--- src/rtl/bit_morph_filter_3x3_pkg.sv ---
// bit_morph_filter_3x3_pkg: shared image constants, mode encodings and the 3x3 binary op
package bit_morph_filter_3x3_pkg;
  typedef enum logic [1:0] {
    MODE_PASS   = 2'b00,
    MODE_ERODE  = 2'b01,
    MODE_DILATE = 2'b10,
    MODE_EDGE   = 2'b11
  } morph_mode_e;
  localparam logic [10:0] IMG_HDISP_DEF = 11'd640;
  localparam logic [10:0] IMG_VDISP_DEF = 11'd480;
  localparam int FG_CNT_W = 20;
  function automatic logic morph_op(input morph_mode_e m, input logic [8:0] w);
    return m == MODE_PASS ? w[4] : m == MODE_ERODE ? &w : m == MODE_DILATE ? |w : w[4] & ~&w;
  endfunction
endpackage

--- src/rtl/bit_morph_filter_3x3_if.sv ---
// bit_morph_filter_3x3_if: 3x3 neighbourhood stream in, filtered 1-bit stream out
interface bit_morph_filter_3x3_if;
  logic matrix_frame_vsync, matrix_frame_href;
  logic matrix_p11, matrix_p12, matrix_p13;
  logic matrix_p21, matrix_p22, matrix_p23;
  logic matrix_p31, matrix_p32, matrix_p33;
  logic post_frame_vsync, post_frame_href, post_img_Bit;
  modport master (
    output matrix_frame_vsync, matrix_frame_href,
    output matrix_p11, matrix_p12, matrix_p13, matrix_p21, matrix_p22, matrix_p23,
    output matrix_p31, matrix_p32, matrix_p33,
    input  post_frame_vsync, post_frame_href, post_img_Bit
  );
  modport slave (
    input  matrix_frame_vsync, matrix_frame_href,
    input  matrix_p11, matrix_p12, matrix_p13, matrix_p21, matrix_p22, matrix_p23,
    input  matrix_p31, matrix_p32, matrix_p33,
    output post_frame_vsync, post_frame_href, post_img_Bit
  );
endinterface

--- src/rtl/img_pos_counter.sv ---
// img_pos_counter: pixel column/row position within the frame and image border flag
module img_pos_counter #(
  parameter logic [10:0] IMG_HDISP = 11'd640,
  parameter logic [10:0] IMG_VDISP = 11'd480
) (
  input  logic clk,
  input  logic rst_n,
  input  logic frame_vsync,
  input  logic frame_href,
  output logic border
);
  logic [10:0] col_cnt, row_cnt;
  logic href_r;
  // column index of the current pixel, saturating on href overrun
  always_ff @(posedge clk or negedge rst_n)
    if (!rst_n) col_cnt <= '0;
    else col_cnt <= !frame_href ? '0 : col_cnt == IMG_HDISP - 11'd1 ? col_cnt : col_cnt + 11'd1;
  // row index advances on each href falling edge, held at 0 between frames
  always_ff @(posedge clk or negedge rst_n)
    if (!rst_n) begin
      href_r  <= 1'b0;
      row_cnt <= '0;
    end else begin
      href_r  <= frame_href;
      row_cnt <= !frame_vsync ? '0 :
                 (href_r & ~frame_href & row_cnt != IMG_VDISP - 11'd1) ? row_cnt + 11'd1 : row_cnt;
    end
  assign border = col_cnt == '0 || col_cnt == IMG_HDISP - 11'd1 ||
                  row_cnt == '0 || row_cnt == IMG_VDISP - 11'd1;
endmodule

--- src/rtl/bit_morph_filter_3x3.sv ---
// bit_morph_filter_3x3: frame-selectable binary morphology with border mask and foreground count
module bit_morph_filter_3x3
  import bit_morph_filter_3x3_pkg::*;
#(
  parameter logic [10:0] IMG_HDISP = IMG_HDISP_DEF,
  parameter logic [10:0] IMG_VDISP = IMG_VDISP_DEF,
  parameter int CNT_W = FG_CNT_W
) (
  input  logic                 clk,
  input  logic                 rst_n,
  input  logic [1:0]           mode_sel,
  bit_morph_filter_3x3_if.slave pix,
  output logic [CNT_W-1:0]     fg_count,
  output logic                 fg_count_valid
);
  morph_mode_e mode_r;
  logic vs_r, border, res_d1, mask_d1, href_d1, vs_d1;
  logic seen_low, live_d1, live_d2, live_r;
  logic [CNT_W-1:0] acc;
  logic [8:0] win;
  assign win = {pix.matrix_p11, pix.matrix_p12, pix.matrix_p13,
                pix.matrix_p21, pix.matrix_p22, pix.matrix_p23,
                pix.matrix_p31, pix.matrix_p32, pix.matrix_p33};
  img_pos_counter #(.IMG_HDISP(IMG_HDISP), .IMG_VDISP(IMG_VDISP)) u_pos (
    .clk(clk),
    .rst_n(rst_n),
    .frame_vsync(pix.matrix_frame_vsync),
    .frame_href(pix.matrix_frame_href),
    .border(border)
  );
  // operation is frozen for the whole frame at the vsync rising edge
  always_ff @(posedge clk or negedge rst_n)
    if (!rst_n) begin
      vs_r   <= 1'b0;
      mode_r <= MODE_PASS;
    end else begin
      vs_r <= pix.matrix_frame_vsync;
      if (pix.matrix_frame_vsync & ~vs_r) mode_r <= morph_mode_e'(mode_sel);
    end
  // stage 1: op result, border mask and sync; live marks frames whose start was seen after reset
  always_ff @(posedge clk or negedge rst_n)
    if (!rst_n) begin
      {res_d1, mask_d1, href_d1, vs_d1, live_d1, seen_low} <= '0;
    end else begin
      res_d1   <= morph_op(mode_r, win);
      mask_d1  <= border & (mode_r != MODE_PASS);
      href_d1  <= pix.matrix_frame_href;
      vs_d1    <= pix.matrix_frame_vsync;
      live_d1  <= pix.matrix_frame_vsync & seen_low;
      seen_low <= seen_low | ~pix.matrix_frame_vsync;
    end
  // stage 2: masked output pixel and delayed sync
  always_ff @(posedge clk or negedge rst_n)
    if (!rst_n) begin
      {pix.post_img_Bit, pix.post_frame_href, pix.post_frame_vsync, live_d2, live_r} <= '0;
    end else begin
      pix.post_img_Bit     <= href_d1 & res_d1 & ~mask_d1;
      pix.post_frame_href  <= href_d1;
      pix.post_frame_vsync <= vs_d1;
      live_d2              <= live_d1;
      live_r               <= live_d2;
    end
  // saturating foreground accumulator, published on the post vsync falling edge
  always_ff @(posedge clk or negedge rst_n)
    if (!rst_n) begin
      acc            <= '0;
      fg_count       <= '0;
      fg_count_valid <= 1'b0;
    end else if (live_r & ~live_d2) begin
      fg_count       <= acc;
      fg_count_valid <= 1'b1;
      acc            <= '0;
    end else begin
      fg_count_valid <= 1'b0;
      if (live_d2 & pix.post_frame_href & pix.post_img_Bit & ~&acc) acc <= acc + CNT_W'(1);
    end
endmodule

--- src/flat_wrapper.sv ---
// flat-port wrapper written by rule: the top's interface ports become plain ports
module bit_morph_filter_3x3_flat import bit_morph_filter_3x3_pkg::*;
#(
  parameter logic [10:0] IMG_HDISP = IMG_HDISP_DEF,
  parameter logic [10:0] IMG_VDISP = IMG_VDISP_DEF,
  parameter int CNT_W = FG_CNT_W
)
  (clk, rst_n, mode_sel, fg_count, fg_count_valid, pix_matrix_frame_vsync, pix_matrix_frame_href, pix_matrix_p11, pix_matrix_p12, pix_matrix_p13, pix_matrix_p21, pix_matrix_p22, pix_matrix_p23, pix_matrix_p31, pix_matrix_p32, pix_matrix_p33, pix_post_frame_vsync, pix_post_frame_href, pix_post_img_Bit);
  bit_morph_filter_3x3_if pix_i ();
  input  logic clk;
  input  logic rst_n;
  input  logic [1:0] mode_sel;
  output logic [CNT_W-1:0] fg_count;
  output logic fg_count_valid;
  input wire logic [$bits(pix_i.matrix_frame_vsync)-1:0] pix_matrix_frame_vsync;
  input wire logic [$bits(pix_i.matrix_frame_href)-1:0] pix_matrix_frame_href;
  input wire logic [$bits(pix_i.matrix_p11)-1:0] pix_matrix_p11;
  input wire logic [$bits(pix_i.matrix_p12)-1:0] pix_matrix_p12;
  input wire logic [$bits(pix_i.matrix_p13)-1:0] pix_matrix_p13;
  input wire logic [$bits(pix_i.matrix_p21)-1:0] pix_matrix_p21;
  input wire logic [$bits(pix_i.matrix_p22)-1:0] pix_matrix_p22;
  input wire logic [$bits(pix_i.matrix_p23)-1:0] pix_matrix_p23;
  input wire logic [$bits(pix_i.matrix_p31)-1:0] pix_matrix_p31;
  input wire logic [$bits(pix_i.matrix_p32)-1:0] pix_matrix_p32;
  input wire logic [$bits(pix_i.matrix_p33)-1:0] pix_matrix_p33;
  output wire logic [$bits(pix_i.post_frame_vsync)-1:0] pix_post_frame_vsync;
  output wire logic [$bits(pix_i.post_frame_href)-1:0] pix_post_frame_href;
  output wire logic [$bits(pix_i.post_img_Bit)-1:0] pix_post_img_Bit;
  assign pix_i.matrix_frame_vsync = pix_matrix_frame_vsync;
  assign pix_i.matrix_frame_href = pix_matrix_frame_href;
  assign pix_i.matrix_p11 = pix_matrix_p11;
  assign pix_i.matrix_p12 = pix_matrix_p12;
  assign pix_i.matrix_p13 = pix_matrix_p13;
  assign pix_i.matrix_p21 = pix_matrix_p21;
  assign pix_i.matrix_p22 = pix_matrix_p22;
  assign pix_i.matrix_p23 = pix_matrix_p23;
  assign pix_i.matrix_p31 = pix_matrix_p31;
  assign pix_i.matrix_p32 = pix_matrix_p32;
  assign pix_i.matrix_p33 = pix_matrix_p33;
  assign pix_post_frame_vsync = pix_i.post_frame_vsync;
  assign pix_post_frame_href = pix_i.post_frame_href;
  assign pix_post_img_Bit = pix_i.post_img_Bit;
  bit_morph_filter_3x3 #(.IMG_HDISP(IMG_HDISP), .IMG_VDISP(IMG_VDISP), .CNT_W(CNT_W)) u_core (.clk(clk), .rst_n(rst_n), .mode_sel(mode_sel), .pix(pix_i), .fg_count(fg_count), .fg_count_valid(fg_count_valid));
endmodule
--- config.mk ---
export PLATFORM = sky130hd
export DESIGN_NAME = bit_morph_filter_3x3_flat
export DESIGN_NICKNAME = d
export VERILOG_FILES = /design/src/rtl/bit_morph_filter_3x3_pkg.sv /design/src/rtl/bit_morph_filter_3x3_if.sv /design/src/rtl/img_pos_counter.sv /design/src/rtl/bit_morph_filter_3x3.sv /design/src/flat_wrapper.sv
export SDC_FILE = /design/constraint.sdc
export NUM_CORES = 1
export LEC_CHECK = 0
export BUFFER_PORTS_ARGS = -buffer_cell sky130_fd_sc_hd__buf_2
export CAP_MARGIN = 20
export CORE_UTILIZATION = 63
export DETAILED_ROUTE_END_ITERATION = 8
export GPL_TIMING_DRIVEN = 1
export MAX_ROUTING_LAYER = met4
export PLACE_DENSITY = 0.85
export SLEW_MARGIN = 25
export SYNTH_ARGS = -nofsm -noshare
export SYNTH_HDL_FRONTEND = slang
export SYNTH_HIERARCHICAL = 1
export SYNTH_SLANG_ARGS = --single-unit
export TNS_END_PERCENT = 10
--- constraint.sdc ---
create_clock -name clk -period 5.2 [get_ports clk]
set_input_delay 1.04 -clock clk [delete_from_list [all_inputs] [get_ports clk]]
set_output_delay 1.04 -clock clk [all_outputs]
set_load 0.02 [all_outputs]
# Word-level counts from Yosys, hierarchy flattened
# Cells that the tools add are included.
# Widths: inputs -> output; s select.
dict set report word_totals {
  regBits 76
  inputBits 15
  word_cells 68
}
dict set report op_classes {
  add_sub_neg 3
  n_eq_ne 7
  mux 10
  bitwise_logic 18
  reduce_logical 13
}
# cell count
set ops {}
lappend ops {{$mux 11} 4}
lappend ops {{$mux 20} 2}
lappend ops {{$add 11x1->11 const B} 2}
lappend ops {{$logic_not 11->1} 2}
lappend ops {{$add 20x1->20 const B} 1}
lappend ops {{$reduce_and 20->1} 1}
lappend ops {{$and 1x1->1} 12}
lappend ops {{$eq 11x10->1 const B} 1}
lappend ops {{$eq 11x9->1 const B} 1}
lappend ops {{$ne 11x9->1 const B} 1}
lappend ops {{$reduce_and 9->1} 1}
lappend ops {{$reduce_or 9->1} 1}
lappend ops {{$not 1->1} 5}
lappend ops {{$mux 1} 4}
lappend ops {{$reduce_bool 2->1} 2}
lappend ops {{$logic_or 1x1->1} 3}
lappend ops {{$eq 2x1->1 const B} 1}
lappend ops {{$eq 2x2->1 const B} 1}
lappend ops {{$logic_not 1->1} 2}
lappend ops {{$logic_not 2->1} 1}
lappend ops {{$ne 2x1->1 const B} 1}
lappend ops {{$ne 2x2->1 const B} 1}
lappend ops {{$or 1x1->1} 1}

# Depth between registers and ports, before layout
# Gate-level depths: netlist (run 1).
dict set report logic_depth {
  depth_word 6
  ltp_mapped 7
  ltp_nobuf 7
}

# Modules after synthesis
# Netlist (run 1), hierarchy kept.
# module instances cells_per_inst area_per_inst_um2 seq_area_each_um2
set modules_own_cells {}
lappend modules_own_cells {bit_morph_filter_3x3 1 251 2408.6 1351.3}
lappend modules_own_cells {img_pos_counter 1 133 1305.0 575.6}

# Worst setup path after synthesis (run 1)
# OpenSTA, ideal clock, no wires.
dict set report synth_timing {
  path_type {input to register}
  startpoint {in pix_matrix_frame_href}
  endpoint {reg u_core.u_pos.row_cnt[7]}
  t_arrival_ns 1.977
  required_ns 5.081
  setup_slack_ns 3.104
  cell_stages 4
  path_buffers 0
  cell_sequence {nand2b_1 > or4_4 > xnor2_1 > and2_1}
}
dict set report synth_via {
  elab_chain_cells 4
}
# element line_no
set synth_rtl {}
lappend synth_rtl {{start: declaration} flat_wrapper.sv:16} ;# input wire logic [$bits(pix_i.matrix_frame_href)-1:0] pix_matrix_frame_href;
lappend synth_rtl {{$not 1->1} img_pos_counter.sv:26} ;# (href_r & ~frame_href & row_cnt != IMG_VDISP - 11'd1) ? row_cnt + 11'd1 : row_cnt;
lappend synth_rtl {{$and 1x1->1 (2 in a row)} img_pos_counter.sv:26}
lappend synth_rtl {{$ne 2x1->1 (no line)} --}
lappend synth_rtl {{end signal: assignment} img_pos_counter.sv:25} ;# row_cnt <= !frame_vsync ? '0 :
lappend synth_rtl {{end: declaration} img_pos_counter.sv:12} ;# logic [10:0] col_cnt, row_cnt;
# No other way between the ends.
# A chain may end at the register's enable or synchronous reset.

# Final worst setup path (run 1)
dict set report layout_timing {
  startpoint {reg u_core.acc[0]}
  endpoint {reg u_core.acc[12]}
}
dict set report layout_via {
  elab_chain_cells 4
  word_cells_on_any_way 7
}
# element line_no
set layout_rtl {}
lappend layout_rtl {{start: declaration} bit_morph_filter_3x3.sv:19} ;# logic [CNT_W-1:0] acc;
lappend layout_rtl {{start signal: assignment} bit_morph_filter_3x3.sv:75} ;# if (live_d2 & pix.post_frame_href & pix.post_img_Bit & ~&acc) acc <= acc + CNT_W'(1);
lappend layout_rtl {{branches (longest 4 deep; another with $add 20x1->20)} --}
# Several ways; the timed one is not identified. The select of a mux whose other input is x is not followed.

==> flow_metrics.env, run 1 <==
export IMPL_status="completed"
export IMPL_wl_per_cell_um=15.4
export IMPL_die_area_sq_mm=0.00621
export IMPL_remaining_drc_errors=0
export IMPL_synth_ff_type="dfrtp_1"
export IMPL_cp_required_ns=5.48
export IMPL_synth_area_per_cell_sq_um=9.67
export IMPL_tightest_slew_ns=0.916
export IMPL_grt_overflow_total=0
export IMPL_synth_edf_count=0
export IMPL_placeableCoreArea_sq_mm=0.00561
export IMPL_rrSetupSlack_ns=2.97
export IMPL_grt_pass1_vias=2911
export IMPL_synth_cell_types=50
export IMPL_period_share=0.429
export IMPL_reg2reg_from="u_core/acc[0]"
export IMPL_synth_seq_cells=77
export IMPL_synth_async_reset_ratio=1.00
export IMPL_power_leakage_nw=2.04
export IMPL_cts_inserted_buffers=9
export IMPL_swShare=0.242
export IMPL_n_fill_cell=406
export IMPL_gp_congestion=0.945
export IMPL_areaGrowthSynthToFinish_pct=12.3
export IMPL_cts_resized=0
export IMPL_antenna_left=0
export IMPL_finalMaxSlewViolations=0
export IMPL_clk_latency_ns=0.35
export IMPL_max_slew_margin_rel=0.384
export IMPL_portBuffers=38
export IMPL_via_per_inst=6.11
export IMPL_peakVddDrop_mv=0.227
export IMPL_cts_root_buf="clkbuf_8"
export IMPL_critPathLaunch="u_core/acc[0]"
export IMPL_rsz0062_at_grt="no"
export IMPL_row_count=27
export IMPL_htreeDepth=3
export IMPL_hold_path_startpoint="u_core/live_d1"
export IMPL_pwr_share_seq=0.544
export IMPL_p_per_area_mw_per_mm2=275
export IMPL_insertedDiodeCount=0
export IMPL_setup_tns_ns=0
export IMPL_p_int_mw=0.871
export IMPL_track_usage=0.279
export IMPL_max_stage_delay_ns=0.65
export IMPL_die_x_um=78.8
export IMPL_fin_hold_ws_ns=0.355
export IMPL_drv_cap=0
export IMPL_first_iter_violations=311
export IMPL_power_switching_mw=0.278
export IMPL_yosys_warnings=6
export IMPL_holdCritPathClass="reg2reg"
export IMPL_first_pass_iters=5
export IMPL_clk_path_buf_depth=2
export IMPL_fin_skew_ns=0.0146
export IMPL_drive_gt1_frac=0.166
export IMPL_final_hold_violation_count=0
export IMPL_post_route_min_period_ns=2.23
export IMPL_netlist_area_sq_mm=0.00371
export IMPL_fmax_mhz=448
export IMPL_cp_max_fo=10
export IMPL_grt_max_degree=78
export IMPL_syn_nets=404
export IMPL_place_hpwl_mm=5.06
export IMPL_num_nets_final=443
export IMPL_numClockSinks=77
export IMPL_path_cells="ha_1 > nand3_2 > or4_4 > or4_1 > a21oi_1"
export IMPL_finalSetupViolCount=0
export IMPL_p_clk_frac=0.394
export IMPL_hold_buffers=0
export IMPL_grt_pass1_wl_mm=12.9
export IMPL_grt_antenna_before_repair=0
export IMPL_num_vias=3057
export IMPL_syn_inst=384
export IMPL_critPathKind="reg2reg"
export IMPL_post_cts_buffers=0
export IMPL_cp_arrival_ns=2.51
export IMPL_boundaryPins=39
export IMPL_ys_seq_area_frac=0.519
export IMPL_totalWireLength_mm=7.70
export IMPL_critPathCaptureType="register"
export IMPL_start_util=0.662
export IMPL_cp_start_kind="register"
export IMPL_comb_power_share=0.061
export IMPL_crit_slowest_cell="or4_4"
export IMPL_cts_tree="built"
export IMPL_die_h_um=78.8
export IMPL_clk_pin_slew_ns=0.09
[worst paths after layout]
check                      depth (start not counted)                  end
setup / recovery                                   5       u_core/acc[12]
min in group asynchronous                          1  u_core/fg_count[10]
hold reg to reg                                    0       u_core/live_d2
hold / removal                                     0       u_core/live_d2
max in group asynchronous                          1  u_core/fg_count[18]
setup reg to reg                                   5       u_core/acc[12]
[cells in the final DEF, fill, tap and decap left out, types with 3 or more instances in the layout]
cell        count
and3_1         10
nand2_1        84
a211oi_1        4
a31oi_1         7
nand3_1        15
or4_1           4
and2_1         10
nor2_1         13
nor4_1          5
nand2b_1       12
clkbuf_8       10
xnor2_1         5
nor2b_1         3
o21ai_0        12
xor2_1          4
clkinvlp_4      4
inv_1          13
nand4_1        15
or3_1           3
o31ai_1         4
buf_2          37
nor3_1         10
o21a_1          5
ha_1            5
mux2i_1        14
a41o_1          3
dfrtp_1        77
a21oi_1         9
[registers in the layout, indices dropped and copies added, names as in the netlist]
register / count
u_core/acc: 20
u_core/fg_count: 20
u_core/u_pos/col_cnt: 11
u_core/u_pos/row_cnt: 11
u_core/mode_r: 2
u_core/fg_count_valid: 1
u_core/href_d1: 1
u_core/live_d1: 1
u_core/live_d2: 1
u_core/live_r: 1
u_core/mask_d1: 1
u_core/pix.post_frame_href: 1
u_core/pix.post_frame_vsync: 1
u_core/pix.post_img_Bit: 1
u_core/res_d1: 1
u_core/seen_low: 1
u_core/u_pos/href_r: 1
u_core/vs_d1: 1
[metrics by stage]
step	setup slack [ns]	utilization	cell area, sq um	power, mW	instances
floorplan	3.10	-	3710	0.673	384
global placement	2.85	0.705	3950	0.703	484
detailed placement	2.82	0.706	3960	0.707	484
CTS	2.99	0.742	4160	1.16	500
global route	2.91	0.744	4170	1.19	500
finish	2.97	0.744	4170	1.15	500
[critical path: cells and delay by family (launching register included)]
kind	cells	cell delay [ns]
compound gates	1	0.15
fa+ha+maj	1	0.23
flops	1	0.45
simple gates	3	1.33
[layer usage]
metal | vias up | GRT usage | part of all wire
li1 | 1441 | - | -
met1 | 1485 | 0.329 | 0.42
met4 | 0 | 0.146 | 0.022
met5 | - | - | 0
met2 | 106 | 0.453 | 0.52
met3 | 25 | 0.0563 | 0.041
[cells in the mapped netlist (2+ instances only)]
library cell,count,share of area
nand2_1,84,0.085
dfrtp_1,77,0.52
nand3_1,15,0.020
nand4_1,15,0.025
mux2i_1,14,0.038
inv_1,13,0.013
nor2_1,13,0.013
nand2b_1,12,0.020
o21ai_0,12,0.016
and2_1,10,0.017
and3_1,10,0.017
nor3_1,10,0.013
a21oi_1,9,0.012
a31oi_1,7,0.012
clkbuf_1,7,0.0071
nor4_1,7,0.012
ha_1,5,0.017
o21a_1,5,0.010
xnor2_1,5,0.012
a211oi_1,4,0.0081
o31ai_1,4,0.0081
or4_1,4,0.0081
xor2_1,4,0.0094
a41o_1,3,0.0081
nor2b_1,3,0.0051
or3_1,3,0.0051
a21boi_0,2,0.0040
buf_1,2,0.0020
nor4b_1,2,0.0047
or3_2,2,0.0040
or4_4,2,0.0061
[cells by family (layout without fill, tap and decap cells)]
kind of cell,count (synthesis),count (layout),share of synthesized area
mux,15,15,0.0408
simple gates,200,200,0.279
buf+inv,25,69,0.0276
flops,77,77,0.519
fa+ha+maj,5,5,0.0168
compound gates,53,53,0.0960
xor+xnor,9,9,0.0212
[cell type report]
cell class / instances / area [sq um] / area share
sequential: 77 / 1930 / 0.462
timing repair buffer: 39 / 204 / 0.0489
inverter: 14 / 52.6 / 0.0126
tap: 72 / 90.1 / 0.0216
multi-input combinational: 282 / 1700 / 0.407
clock inverter: 5 / 60.1 / 0.0144
clock buffer: 11 / 141 / 0.0339
[power groups by stage]
stage,logic (mW),registers [mW],clock network [mW]
3_3_place_gp,0.0671,0.636,0
5_1_grt,0.0800,0.627,0.485
6_report,0.0705,0.625,0.453
3_5_place_dp,0.0704,0.637,0
4_1_cts,0.0710,0.625,0.463
2_1_floorplan,0.0349,0.638,0
(Power assumes the default switching activity.)
==> inputs of run 2 (changes only) <==
- CORE_UTILIZATION: 63 -> 58
- PLACE_DENSITY: 0.85 -> 0.79
- clock period: 5.2 -> 2.1 ns (I/O delays scaled with it)
==> run 2 against run 1 <==
First-iteration DRC count shrank 4.2%. Highest routed layer unchanged. Sequential power grew 150%. Clock skew shrank 0.0071 ns. Flip-flop and latch count is the same. Clock power grew to 2.8 times the previous value. Power grew to 2.6 times the previous value. Largest power group unchanged. Non-clock buffer count grew 9. Fmax grew 9.1%. Cell count grew 2.4%.
==> flow_metrics.env, run 2 (same netlist as run 1, synthesis figures left out) <==
export IMPL_finalWorstSetupSlack_ns=0.0537
export IMPL_cts_resized=0
export IMPL_row_count=28
export IMPL_final_hold_violation_count=0
export IMPL_first_iter_violations=298
export IMPL_fin_skew_ns=0.00746
export IMPL_numClockSinks=77
export IMPL_num_nets_final=452
export IMPL_cp_max_fo=10
export IMPL_power_leakage_nw=2.11
export IMPL_gp_congestion=0.905
export IMPL_numPlacedInstances=496
export IMPL_clk_pin_slew_ns=0.08
export IMPL_insertedDiodeCount=0
export IMPL_cts_inserted_buffers=9
export IMPL_hold_buffers=0
export IMPL_die_h_um=82.0
export IMPL_clk_path_buf_depth=2
export IMPL_track_usage=0.262
export IMPL_cp_start_kind="register"
export IMPL_boundaryPins=39
export IMPL_place_area_sq_mm=0.00404
export IMPL_setup_tns_ns=0
export IMPL_cts_root_buf="clkbuf_8"
export IMPL_remaining_drc_errors=0
export IMPL_htreeDepth=3
export IMPL_via_per_inst=5.91
export IMPL_die_x_um=82.0
export IMPL_layout_common_cells="84 x nand2_1, 77 x dfrtp_1, 37 x buf_2"
export IMPL_rsz0062_at_grt="no"
export IMPL_critPathKind="reg2reg"
export IMPL_grt_max_degree=43
export IMPL_tightest_slew_ns=0.590
export IMPL_finalMaxSlewViolations=0
export IMPL_final_area_sq_mm=0.00426
export IMPL_cp_arrival_ns=2.32
export IMPL_finalSetupViolCount=0
export IMPL_peakVddDrop_mv=0.467
export IMPL_status="completed"
export IMPL_cp_required_ns=2.37
export IMPL_cts_tree="built"
export IMPL_critPathCaptureType="register"
export IMPL_largest_registers="u_core/acc x20, u_core/fg_count x20"
export IMPL_grt_pass1_wl_mm=12.7
export IMPL_period_share=0.974
export IMPL_antenna_left=0
export IMPL_final_common_cell="nand2_1"
export IMPL_holdCritPathClass="in2async"
export IMPL_fin_hold_ws_ns=0.0228
export IMPL_num_vias=3024
export IMPL_post_route_min_period_ns=2.05
export IMPL_p_per_area_mw_per_mm2=704
export IMPL_final_cell_count_no_fill=512
export IMPL_post_cts_buffers=0
export IMPL_rrSetupSlack_ns=0.05
export IMPL_pre_cts_ws_ns=0.0657
export IMPL_max_slew_margin_rel=0.605
export IMPL_totalWireLength_mm=7.73
export IMPL_fmax_mhz=489
export IMPL_die_area_sq_mm=0.00673
export IMPL_place_hpwl_mm=5.03
export IMPL_placeableCoreArea_sq_mm=0.00606
export IMPL_portBuffers=38
export IMPL_grt_antenna_before_repair=0
export IMPL_grt_pass1_vias=2832
export IMPL_start_util=0.613
export IMPL_wl_per_cell_um=15.1
export IMPL_areaGrowthSynthToFinish_pct=14.8
export IMPL_finalPower_mw=3.00
export IMPL_grt_overflow_total=0
export IMPL_utilization=0.704
export IMPL_drive_gt1_frac=0.176
export IMPL_drv_cap=0
export IMPL_clk_latency_ns=0.35
export IMPL_first_pass_iters=4
==> run 2: cell count changes in the layout (fill, tap and decap cells not counted), sizes merged <==
cell,previous run,this run
clkbuf,11,13
buf,39,48
clkinvlp,4,1
bufinv,1,2
==> run 2: worst paths after layout <==
path	endpoint	cells past startpoint	startpoint
max in group asynchronous	u_core/u_pos/row_cnt[1]	2	rst_n
min in group clk	u_core/mode_r[0]	3	mode_sel[0]
max	u_core/acc[14]	5	u_core/acc[0]
min reg2reg	u_core/live_d2	0	u_core/live_d1
min	u_core/fg_count_valid	1	rst_n
max reg2reg	u_core/acc[14]	5	u_core/acc[0]
==> run 2: layer usage <==
| layer | share of wire | global-route usage |
|---|---|---|
| met1 | 0.44 | 0.310 |
| met2 | 0.49 | 0.420 |
| met3 | 0.031 | 0.0444 |
| met4 | 0.030 | 0.158 |
| met5 | 0 | - |
==> run 2: power by group <==
| part | switching [mW] | internal (mW) |
|---|---|---|
| Clock | 0.533 | 0.736 |
| Combinational | 0.121 | 0.0669 |
| Sequential | 0.0277 | 1.52 |
| Total | 0.682 | 2.32 |
==> run 2: layout make-up <==
class / count / area [sq um]
fillers: 472 / 1800
repair buffers: 48 / 280
flip-flops and latches: 77 / 1930
clock buffers: 13 / 159
clock inverters: 3 / 67.6
multi-input cells: 282 / 1680
inverters: 14 / 52.6
well taps: 75 / 93.8
==> run 2: worst max-delay path, stage by stage (launching register included) <==
cell and delay, ns:
dfrtp_1 0.36, ha_1 0.20, nand3_2 0.13, or4_4 0.57, or4_1 0.53, a21oi_1 0.16
